File: config.mk
export PLATFORM = sky130hd
export DESIGN_NAME = io_bus_controller
export DESIGN_NICKNAME = d
export VERILOG_FILES = /design/src/rtl/io_bus_controller.sv
export SDC_FILE = /design/constraint.sdc
export NUM_CORES = 1
export LEC_CHECK = 0
export CORE_AREA = 2 2 91 93
export CTS_BUF_LIST = sky130_fd_sc_hd__clkbuf_8
export DETAILED_ROUTE_END_ITERATION = 8
export DIE_AREA = 0 0 93 95
export HOLD_SLACK_MARGIN = 0.08
export PLACE_DENSITY = 0.95
export SETUP_SLACK_MARGIN = 0.4
export SLEW_MARGIN = 30
export SYNTH_ARGS = -nofsm -noshare
export SYNTH_HDL_FRONTEND = slang
export SYNTH_SLANG_ARGS = --single-unit
File: constraint.sdc
create_clock -name clk -period 5.1 [get_ports clk]
set_input_delay 1.275 -clock clk [delete_from_list [all_inputs] [get_ports clk]]
set_output_delay 1.275 -clock clk [all_outputs]
set_load 0.05 [all_outputs]
File: src/rtl/io_bus_controller.sv
// IO bus controller: req/ack register window with a fixed 2-cycle access latency,
// output port, synchronized input port, sticky rising-edge capture and irq.
module io_bus_controller #(
    parameter int          PORT_W    = 8,
    parameter logic [31:0] IN_ADDR   = 32'd4,
    parameter logic [31:0] OUT_ADDR  = 32'd8,
    parameter logic [31:0] STAT_ADDR = 32'd12,
    parameter logic [31:0] IEN_ADDR  = 32'd16
) (
    input  logic              clk,
    input  logic              rst_n,
    input  logic              req,
    input  logic              we,
    input  logic [31:0]       adress,
    input  logic [31:0]       wdata,
    output logic [31:0]       rdata,
    output logic              ack,
    output logic              err,
    input  logic [PORT_W-1:0] IO_in,
    output logic [PORT_W-1:0] IO_out,
    output logic              irq
);

    typedef enum logic [1:0] {
        IDLE,
        ACCESS,
        RESP
    } state_t;

    state_t state_q, state_d;

    logic [31:0]       addr_q, addr_d;
    logic              we_q, we_d;
    logic [PORT_W-1:0] wdata_q, wdata_d;
    logic [31:0]       rdata_q, rdata_d;
    logic              ack_q, ack_d;
    logic              err_q, err_d;
    logic [PORT_W-1:0] out_q, out_d;
    logic [PORT_W-1:0] ien_q, ien_d;
    logic [PORT_W-1:0] stat_q, stat_d;
    logic [PORT_W-1:0] sync1_q, sync2_q, prev_q;
    logic              irq_q, irq_d;

    logic              hit_in, hit_out, hit_stat, hit_ien;
    logic              mapped, wr_ok;
    logic [PORT_W-1:0] rsel;
    logic [PORT_W-1:0] clr;
    logic [PORT_W-1:0] rise;
    logic              unused_wdata;

    assign unused_wdata = ^wdata[31:PORT_W];

    assign hit_in   = (addr_q == IN_ADDR);
    assign hit_out  = (addr_q == OUT_ADDR);
    assign hit_stat = (addr_q == STAT_ADDR);
    assign hit_ien  = (addr_q == IEN_ADDR);
    assign mapped   = hit_in | hit_out | hit_stat | hit_ien;
    assign wr_ok    = hit_out | hit_stat | hit_ien;

    always_comb begin
        rsel = '0;
        if (hit_in)   rsel = sync2_q;
        if (hit_out)  rsel = out_q;
        if (hit_stat) rsel = stat_q;
        if (hit_ien)  rsel = ien_q;
    end

    always_comb begin
        state_d = state_q;
        addr_d  = addr_q;
        we_d    = we_q;
        wdata_d = wdata_q;
        rdata_d = '0;
        ack_d   = 1'b0;
        err_d   = 1'b0;
        out_d   = out_q;
        ien_d   = ien_q;
        clr     = '0;
        unique case (state_q)
            IDLE: begin
                if (req) begin
                    state_d = ACCESS;
                    addr_d  = adress;
                    we_d    = we;
                    wdata_d = wdata[PORT_W-1:0];
                end
            end
            ACCESS: begin
                state_d = RESP;
                ack_d   = 1'b1;
                if (we_q) begin
                    err_d = ~wr_ok;
                    if (hit_out)  out_d = wdata_q;
                    if (hit_ien)  ien_d = wdata_q;
                    if (hit_stat) clr   = wdata_q;
                end else begin
                    err_d   = ~mapped;
                    rdata_d = 32'(rsel);
                end
            end
            RESP: begin
                state_d = IDLE;
            end
            default: begin
                state_d = IDLE;
            end
        endcase
    end

    // A fresh edge in the same cycle as a W1C keeps the bit set
    assign rise   = sync2_q & ~prev_q;
    assign stat_d = (stat_q & ~clr) | rise;
    assign irq_d  = |(stat_q & ien_q);

    always_ff @(posedge clk) begin
        if (!rst_n) begin
            state_q <= IDLE;
            addr_q  <= '0;
            we_q    <= 1'b0;
            wdata_q <= '0;
            rdata_q <= '0;
            ack_q   <= 1'b0;
            err_q   <= 1'b0;
            out_q   <= '0;
            ien_q   <= '0;
            stat_q  <= '0;
            sync1_q <= '0;
            sync2_q <= '0;
            prev_q  <= '0;
            irq_q   <= 1'b0;
        end else begin
            state_q <= state_d;
            addr_q  <= addr_d;
            we_q    <= we_d;
            wdata_q <= wdata_d;
            rdata_q <= rdata_d;
            ack_q   <= ack_d;
            err_q   <= err_d;
            out_q   <= out_d;
            ien_q   <= ien_d;
            stat_q  <= stat_d;
            sync1_q <= IO_in;
            sync2_q <= sync1_q;
            prev_q  <= sync2_q;
            irq_q   <= irq_d;
        end
    end

    assign rdata  = rdata_q;
    assign ack    = ack_q;
    assign err    = err_q;
    assign IO_out = out_q;
    assign irq    = irq_q;

endmodule

==> results.cfg <==
[global_routing]
grt_pass1_vias = 2904
grt_max_degree = 59
grt_pass1_wl_mm = 13.5
track_usage_pct = 19.6
overflow = 0
antenna_found_initial = 0

[placed_design]
dp_slack_ns = 2.02
hpwl_mm = 5.97
finalWeightedCongestion = 0.827
port_buffers = 70
placed_area_um2 = 4670

[timing]
rsz0062_at_grt = no
totalNegativeSetupSlack_ns = 0
timing.slew.headroom_pct = 46.8
clock_skew_ns = 0.0109
worst_pin_slew_ns = 0.793
timing_hold_violations_final = 0
period_share_pct = 56.3
fin_crit_ns = 2.87
timing.final.ws_setup_ns = 2.23
setup_viol_count_final = 0
fmax_mhz = 349
worst_hold_slack_ns = 0.439
slew_viol_final = 0

[clock_tree]
htreeDepth = 3
cts-hold-fix-buffers = 0
cts_made_buffers = 9
cts_num_sinks = 102
cts_tree = built
postCtsSetupRepairBufs = 0
cts_max_path_buffers = 2
insertion_delay_ns = 0.37
cts_resized = 0
clk_pin_slew_ns = 0.08
cts_root_buffer = clkbuf_8

[die]
die_x_um = 93
rows = 33
die_height_um = 95
coreArea_um2 = 7930
start_util_pct = 50.5
ios = 119
die_area_um2 = 8840

[route]
drt_wl_total_mm = 8.44
first_pass_iters = 4
via_count = 3084
first_iter_violations = 246
wl_per_cell_um = 13.9
drc = 0
vias_per_cell = 5.07
postRouteAntennaNets = 0

[synthesis]
avgSynthCellArea_um2 = 9.13
synth-simple-area-share_pct = 23.8
synthCells = 438
synth_compound_area_share_pct = 11.9
synth_top_family_by_area = simple AND/OR/NAND/NOR gates
yosysMostFrequentCell = nand2_1
synth_common_cells = nand2_1 (108), dfxtp_1 (102), a21oi_1 (50), and2_1 (25)
synth_fa_ha_area_share_pct = 0
syn_area_um2 = 4000
yosysTopAreaCellShare_pct = 51.0
ys_warn_count = 0
synth_async_sr_flop_share_pct = 0
synth-seq-cells = 102
synth-xor-area-share_pct = 0
synth_edf_count = 0
ys.flop_type = dfxtp_1
ys_types = 32
yosysTopAreaCell = dfxtp_1
synthTopCellsByArea = dfxtp_1 (51%), nand2_1 (10%), a21oi_1 (6.3%)
synth_seq_area_share_pct = 51.0
synth.area.mux_share_pct = 6.01

[critical_path]
cp_max_fo = 3
r2r_slack_ns = 2.91
cp_slowest_cell = clkdlybuf4s50_1
r2r-end = ien_q[6]
r2r_start = addr_q[3]
cp.depth = 1
max_stage_delay_ns = 0.83
crit_required_ns = 3.83
crit_chain = clkdlybuf4s50_1
endpoint_kind = output pin
r2r_cells = 4
path_buf_inv = 1
path_delay_family = buffers and inverters
path_class = reg2out
critPathArrivalTime_ns = 1.59
worstSetupStartpointType = register

[pwr]
p_per_area_nw_per_um2 = 318
seqPwrFrac_pct = 55.0
vdd_drop_max_mv = 0.143
p_leak_nw = 1.79
power.share.clock_pct = 32.7
internal_power_w = 0.00114
netSwitchingPower_w = 0.000411
sw_frac_of_total_pct = 26.4
power.share.combinational_pct = 12.3

[hold_path]
worstHoldEndpoint = sync2_q[7]
hp-start = sync1_q[7]
min_delay_path_depth = 1
hp-class = reg2reg

[layout]
drive_above_1_share_pct = 6.16
layout.nets = 574
final_cell_area_um2 = 4880
diodes = 0
area_growth_pct = 22.1
post-route-util_pct = 61.6

[status]
outcome = finished clean

[job]
maxCapViolations = 0
-- per-layer routing --
metal / vias up / share of wire [%] / track usage (%)
li1: 1545 / - / -
met1: 1436 / 43 / 24.3
met2: 84 / 50 / 33.0
met3: 19 / 5.0 / 4.79
met4: 0 / 2.1 / 7.60
met5: - / 0 / 0
-- power by group through the flow --
stage	clock network, W	registers [W]	logic, W
floorplan	0	0.000865	0.000146
global placement	0	0.000871	0.000185
detailed placement	0	0.000873	0.000190
CTS	0.000515	0.000854	0.000190
global route	0.000547	0.000859	0.000208
finish	0.000508	0.000855	0.000191
-- cells by family after synthesis --
group / after synthesis
and+or+nand+nor: 178
DFF: 102
AOI/OAI and AO/OA: 81
buffers and inverters: 52
muxes: 24
other: 1
-- per-stage QoR --
step                      power (W)  cells
final                       0.00155    608
after global routing        0.00161    608
after CTS                   0.00156    608
after detailed placement    0.00106    592
after global placement      0.00106    592
after floorplan             0.00101    461
-- how the worst max path moves through the flow --
| stage | end | slack [ns] | startpoint |
|---|---|---|---|
| floorplan | IO_out[5] | 3.01 | rst_n |
| detailed placement | rdata[4] | 2.02 | rst_n |
| CTS | IO_out[4] | 2.23 | IO_out[4] |
| global route | IO_out[4] | 2.18 | IO_out[4] |
| global placement | rdata[2] | 2.03 | rst_n |
| finish | IO_out[4] | 2.23 | IO_out[4] |
-- cell usage in the layout (no fill, tap or decap), types with 8 or more instances in the layout --
cell type,instances
dfxtp_1,102
o2bb2ai_1,8
a22oi_1,12
nor4_1,9
and2_1,25
a21oi_1,50
nor2b_1,17
mux2i_1,24
clkdlybuf4s50_1,70
clkbuf_8,10
conb_1,24
nand2_1,108
o21ai_0,8
-- cell type report --
cell class / count / area (µm²)
clock inverter: 6 / 62.6
multi-input combinational: 307 / 1770
inverter: 5 / 18.8
fill: 672 / 3050
clock buffer: 10 / 138
sequential: 102 / 2040
timing repair buffer: 73 / 723
tap: 105 / 131
-- sequential cells by signal, indices dropped and copies added (netlist names) --
| signal | flops |
|---|---|
| err | 1 |
| IO_out | 8 |
| prev_q | 8 |
| addr_q | 32 |
| ack | 1 |
| wdata_q | 8 |
| ien_q | 8 |
| sync2_q | 8 |
| state_q | 2 |
| sync1_q | 8 |
| stat_q | 8 |
| rdata | 8 |
| irq | 1 |
| we_q | 1 |
No activity file was read; power rests on OpenSTA's default activity.
